<file path="config.mk">
export PLATFORM = sky130hd
export DESIGN_NAME = exp4_unidade_controle_flat
export DESIGN_NICKNAME = d
export VERILOG_FILES = /design/src/rtl/exp4_unidade_controle_if.sv /design/src/rtl/exp4_unidade_controle.sv /design/src/flat_wrapper.sv
export SDC_FILE = /design/constraint.sdc
export NUM_CORES = 1
export LEC_CHECK = 0
export BUFFER_PORTS_ARGS = -buffer_cell sky130_fd_sc_hd__buf_2
export CORE_AREA = 2 2 39 41
export DETAILED_ROUTE_END_ITERATION = 8
export DIE_AREA = 0 0 41 43
export PLACE_DENSITY = 0.51
export SKIP_CTS_REPAIR_TIMING = 1
export SLEW_MARGIN = 15
export SYNTH_ARGS = -nofsm -noshare
export SYNTH_HDL_FRONTEND = slang
export SYNTH_SLANG_ARGS = --single-unit
</file>
<file path="constraint.sdc">
create_clock -name clock -period 2.54 [get_ports clock]
set_input_delay 0.254 -clock clock [delete_from_list [all_inputs] [get_ports clock]]
set_output_delay 0.254 -clock clock [all_outputs]
set_load 0.01 [all_outputs]
</file>
<file path="src/rtl/exp4_unidade_controle_if.sv">
// Handshake bundle between the exp4 control unit and its datapath.
// The master side is the control unit: it reads datapath status and drives
// the control strobes. The slave side is the datapath (or a bench).
interface exp4_unidade_controle_if;
  logic       iniciar;
  logic       jogada_feita;
  logic       igual;
  logic       fimC;
  logic       timeout;
  logic       zeraC;
  logic       contaC;
  logic       zeraR;
  logic       registrarR;
  logic       zera_timeout;
  logic       pronto;
  logic       acertou;
  logic       errou;
  logic       timeout_out;
  logic [3:0] db_estado;

  modport master (
    input  iniciar, jogada_feita, igual, fimC, timeout,
    output zeraC, contaC, zeraR, registrarR, zera_timeout,
           pronto, acertou, errou, timeout_out, db_estado
  );

  modport slave (
    output iniciar, jogada_feita, igual, fimC, timeout,
    input  zeraC, contaC, zeraR, registrarR, zera_timeout,
           pronto, acertou, errou, timeout_out, db_estado
  );
endinterface

</file>
<file path="src/rtl/exp4_unidade_controle.sv">
// Moore control unit for the exp4 memory game. Waits for iniciar, then for each
// round waits for a play, registers it, compares it against the ROM word and
// either advances, wins, or ends with an error. A timeout while waiting for a
// play ends the game when TIMEOUT_EN is set. All outputs depend on state only.
module exp4_unidade_controle #(
  parameter bit TIMEOUT_EN = 1'b1
) (
  input logic                   clock,
  input logic                   reset,
  exp4_unidade_controle_if.master bus
);

  typedef enum logic [3:0] {
    INICIAL     = 4'b0000,
    PREPARACAO  = 4'b0001,
    ESPERA      = 4'b0010,
    REGISTRA    = 4'b0100,
    COMPARACAO  = 4'b0101,
    PROXIMO     = 4'b0110,
    FIM_ACERTO  = 4'b1010,
    FIM_ERRO    = 4'b1110,
    FIM_TIMEOUT = 4'b1101
  } estado_t;

  estado_t estado;
  estado_t proximo;

  // State register; reset takes effect immediately, independent of the clock.
  always_ff @(posedge clock or posedge reset) begin
    if (reset) estado <= INICIAL;
    else       estado <= proximo;
  end

  // Next-state decode; unused codes fall back to INICIAL on the next clock.
  always_comb begin
    proximo = INICIAL;
    case (estado)
      INICIAL:     proximo = bus.iniciar ? PREPARACAO : INICIAL;
      PREPARACAO:  proximo = ESPERA;
      ESPERA: begin
        // A play arriving together with the timeout still counts.
        if (bus.jogada_feita)                proximo = REGISTRA;
        else if (bus.timeout && TIMEOUT_EN)  proximo = FIM_TIMEOUT;
        else                                 proximo = ESPERA;
      end
      REGISTRA:    proximo = COMPARACAO;
      COMPARACAO: begin
        if (!bus.igual)     proximo = FIM_ERRO;
        else if (bus.fimC)  proximo = FIM_ACERTO;
        else                proximo = PROXIMO;
      end
      PROXIMO:     proximo = ESPERA;
      FIM_ACERTO:  proximo = bus.iniciar ? PREPARACAO : FIM_ACERTO;
      FIM_ERRO:    proximo = bus.iniciar ? PREPARACAO : FIM_ERRO;
      FIM_TIMEOUT: proximo = bus.iniciar ? PREPARACAO : FIM_TIMEOUT;
      default:     proximo = INICIAL;
    endcase
  end

  // Output decode from the current state only; illegal codes drive all zeros.
  always_comb begin
    bus.zeraC        = 1'b0;
    bus.contaC       = 1'b0;
    bus.zeraR        = 1'b0;
    bus.registrarR   = 1'b0;
    bus.zera_timeout = 1'b0;
    bus.pronto       = 1'b0;
    bus.acertou      = 1'b0;
    bus.errou        = 1'b0;
    bus.timeout_out  = 1'b0;
    case (estado)
      INICIAL: begin
        bus.zeraC = 1'b1;
        bus.zeraR = 1'b1;
      end
      PREPARACAO: begin
        bus.zeraC        = 1'b1;
        bus.zeraR        = 1'b1;
        bus.zera_timeout = 1'b1;
      end
      REGISTRA:  bus.registrarR = 1'b1;
      PROXIMO: begin
        // Restart the timeout window together with the address advance.
        bus.contaC       = 1'b1;
        bus.zera_timeout = 1'b1;
      end
      FIM_ACERTO: begin
        bus.pronto  = 1'b1;
        bus.acertou = 1'b1;
      end
      FIM_ERRO: begin
        bus.pronto = 1'b1;
        bus.errou  = 1'b1;
      end
      FIM_TIMEOUT: begin
        bus.pronto      = 1'b1;
        bus.errou       = 1'b1;
        bus.timeout_out = 1'b1;
      end
      default: ;
    endcase
  end

  // Debug view of the state code for the 7-segment display.
  assign bus.db_estado = estado;

endmodule

</file>
<file path="src/flat_wrapper.sv">
// flat-port wrapper written by rule: the top's interface ports become plain ports
module exp4_unidade_controle_flat 
#(
  parameter bit TIMEOUT_EN = 1'b1
)
  (clock, reset, bus_iniciar, bus_jogada_feita, bus_igual, bus_fimC, bus_timeout, bus_zeraC, bus_contaC, bus_zeraR, bus_registrarR, bus_zera_timeout, bus_pronto, bus_acertou, bus_errou, bus_timeout_out, bus_db_estado);
  exp4_unidade_controle_if bus_i ();
  input logic clock;
  input logic reset;
  input wire logic [$bits(bus_i.iniciar)-1:0] bus_iniciar;
  input wire logic [$bits(bus_i.jogada_feita)-1:0] bus_jogada_feita;
  input wire logic [$bits(bus_i.igual)-1:0] bus_igual;
  input wire logic [$bits(bus_i.fimC)-1:0] bus_fimC;
  input wire logic [$bits(bus_i.timeout)-1:0] bus_timeout;
  output wire logic [$bits(bus_i.zeraC)-1:0] bus_zeraC;
  output wire logic [$bits(bus_i.contaC)-1:0] bus_contaC;
  output wire logic [$bits(bus_i.zeraR)-1:0] bus_zeraR;
  output wire logic [$bits(bus_i.registrarR)-1:0] bus_registrarR;
  output wire logic [$bits(bus_i.zera_timeout)-1:0] bus_zera_timeout;
  output wire logic [$bits(bus_i.pronto)-1:0] bus_pronto;
  output wire logic [$bits(bus_i.acertou)-1:0] bus_acertou;
  output wire logic [$bits(bus_i.errou)-1:0] bus_errou;
  output wire logic [$bits(bus_i.timeout_out)-1:0] bus_timeout_out;
  output wire logic [$bits(bus_i.db_estado)-1:0] bus_db_estado;
  assign bus_i.iniciar = bus_iniciar;
  assign bus_i.jogada_feita = bus_jogada_feita;
  assign bus_i.igual = bus_igual;
  assign bus_i.fimC = bus_fimC;
  assign bus_i.timeout = bus_timeout;
  assign bus_zeraC = bus_i.zeraC;
  assign bus_contaC = bus_i.contaC;
  assign bus_zeraR = bus_i.zeraR;
  assign bus_registrarR = bus_i.registrarR;
  assign bus_zera_timeout = bus_i.zera_timeout;
  assign bus_pronto = bus_i.pronto;
  assign bus_acertou = bus_i.acertou;
  assign bus_errou = bus_i.errou;
  assign bus_timeout_out = bus_i.timeout_out;
  assign bus_db_estado = bus_i.db_estado;
  exp4_unidade_controle #(.TIMEOUT_EN(TIMEOUT_EN)) u_core (.clock(clock), .reset(reset), .bus(bus_i));
endmodule
</file>
==> impl_metrics.toml <==
[timing]
slew_violations = 0
skew_ns = 0.00248
setup_viol = 0
rsz0062_at_grt = "no"
worstMarginPinSlew_ns = 0.398
period_minus_slack_ns = 1.72
fin_setup_tns_ns = 0
fmax_mhz = 582
slew_headroom = 0.735
min_period_over_period = 0.676
hold_viol_final = 0

[synthesis]
synth_edf_count = 0
synthCells = 46
ys_seq_elements = 4
synth.distinct_cells = 24
synth_top_cells_by_count = "nor2_1, dfrtp_1, inv_1, nand2b_1"
synth_area_per_cell_um2 = 7.59
ys.flop_type = "dfrtp_1"
yosys-top-cells-area = "dfrtp_1, nor2_1, nand2b_1"
syn_area_um2 = 349
synth_top_area_share = 0.287
yosysTopAreaCell = "dfrtp_1"
async_flop_share = 1.00
synth_most_common_cell = "nor2_1"
synthesis.nets = 53
synth_warnings = 0
seq_area_frac_synth = 0.287

[layout]
drive_gt1_frac = 0.364
fill_cells = 146
largest_reg_flops = 4
area.sequential_um2 = 100
fin_cells = 82
area_growth_pct = 37.3
multi_input_area_um2 = 216
nets = 75
antenna_cells = 0

[place]
dpl.hpwl_um = 721
port_buffers = 19
gp_congestion = 0.759
post-place-cells = 78

[clock_tree]
cts_sinks = 4
clock_latency_ns = 0.23
htreeDepth = 1
clkTransAtPathRegs_ns = 0.04
numCtsBuffers = 3
cts_tree = "yes"
clock-root-buffer = "clkbuf_4"
cts_max_path_buffers = 2

[grt]
grt-ovfl-total = 0
grt_util_met2 = 0.153
grt_usage = 0.127
grt_pass1_wl_um = 1450
antenna_found_initial = 0
use_met1 = 0.181
grt_use_met3 = 0
grt_pass1_vias = 340
grt_max_degree = 15
busiest_layer = "met1"

[pwr]
leakage_uw = 0.000258
power_uw = 496
power.density_mw_per_mm2 = 1040
peakVddDrop_uv = 402

[worst_setup_path]
worstPathRequired_ns = 2.29
worstSetupPathType = "reg -> out"
worst_setup_path_start_kind = "flip-flop"
arrival_ns = 1.46
cp-end-kind = "primary output"
crit_slowest_cell = "dfrtp_1"
slowest_delay_ns = 0.45
critPathMaxFanout = 10
crit_chain = "nand2b_1, mux2_2, nor2_1, buf_2"

[route]
ant_nets = 0
initialDrtViolationCount = 8
first_pass_iters = 3
routed_wl_um = 982
drc = 0
vias_per_cell = 4.90
post_drt_wl_per_cell_um = 12.0
vias = 402

[die]
row_count = 14
die_w_um = 41
die-area_mm2 = 0.00176
coreArea_mm2 = 0.00138
chipHeight_um = 43
io_pins = 20
start_util = 0.252

[worst_hold_path]
hold_class = "in -> reg"

[outcome]
outcome = "finished clean"

[flow_run]
cap_violations = 0
layer usage:
| metal | part of all wire | vias up |
|---|---|---|
| met5 | 0 | - |
| met4 | 0.034 | 0 |
| met3 | 0.084 | 4 |
| met2 | 0.40 | 21 |
| met1 | 0.48 | 172 |
| li1 | - | 205 |
report_power, final:
| part | total (uW) | internal [uW] | switching (uW) |
|---|---|---|---|
| clock | 78.8 | 52.8 | 25.9 |
| combinational | 266 | 127 | 139 |
| sequential | 151 | 88.4 | 62.8 |
| total | 496 | 268 | 228 |
kinds of logic after synthesis:
| group | count (synthesis) | share of synthesized area |
|---|---|---|
| and+or+nand+nor | 24 | 0.369 |
| AOI/OAI and AO/OA | 10 | 0.219 |
| buffers and inverters | 7 | 0.0932 |
| DFF | 4 | 0.287 |
| muxes | 1 | 0.0323 |
path summary, 6_finish.rpt:
check | end | depth (start not counted) | slack [ns] | start
setup / recovery | bus_zera_timeout | 4 | 0.82 | u_core.bus.db_estado[1]$_DFF_PP0_
hold / removal | u_core.bus.db_estado[3]$_DFF_PP0_ | 2 | 0.35 | bus_iniciar
setup reg to reg | u_core.bus.db_estado[1]$_DFF_PP0_ | 3 | 1.18 | u_core.bus.db_estado[3]$_DFF_PP0_
hold reg to reg | u_core.bus.db_estado[0]$_DFF_PP0_ | 1 | 0.67 | u_core.bus.db_estado[1]$_DFF_PP0_
max in group asynchronous | u_core.bus.db_estado[0]$_DFF_PP0_ | 3 | 1.95 | reset
min in group asynchronous | u_core.bus.db_estado[3]$_DFF_PP0_ | 3 | 0.45 | reset
critical path, delay by kind of cell (launching register included):
| kind | cells | cell delay, ns |
|---|---|---|
| muxes | 1 | 0.29 |
| and+or+nand+nor | 2 | 0.35 |
| DFF | 1 | 0.45 |
| buffers and inverters | 1 | 0.14 |
cells in the final DEF, fill, tap and decap left out:
cell / Yosys / layout
buf_2: 2 / 19
nor2_1: 8 / 8
nand2b_1: 4 / 4
inv_1: 4 / 4
dfrtp_1: 4 / 4
clkbuf_4: 0 / 3
nor3_1: 2 / 2
nor2b_1: 2 / 2
nand2_1: 2 / 2
o221ai_1: 2 / 2
o21ai_0: 2 / 2
a21oi_2: 1 / 1
mux2_2: 1 / 1
and4b_1: 1 / 1
a21oi_1: 1 / 1
or2_0: 1 / 1
nand4b_1: 1 / 1
nand3_1: 1 / 1
o31a_1: 1 / 1
or2b_1: 1 / 1
a211oi_1: 1 / 1
a221o_1: 1 / 1
and3_1: 1 / 1
a211o_1: 1 / 1
dlygate4sd3_1: 0 / 1
through the flow:
step	utilization	hold slack, ns	worst slack, ns	area, um^2
after floorplan	-	0.0201	1.16	349
after global placement	0.323	0.137	1.12	447
after detailed placement	0.323	0.139	1.08	447
after CTS	0.339	-0.119	0.810	469
after global routing	0.346	0.351	0.732	479
final	0.346	0.347	0.822	479
area by class of cell:
| type | instances | share of cell area |
|---|---|---|
| well taps | 16 | 0.0418 |
| inverters | 4 | 0.0313 |
| multi-input cells | 35 | 0.452 |
| clock buffers | 3 | 0.0470 |
| repair buffers | 20 | 0.219 |
| flip-flops and latches | 4 | 0.209 |
(Power assumes the default switching activity.)
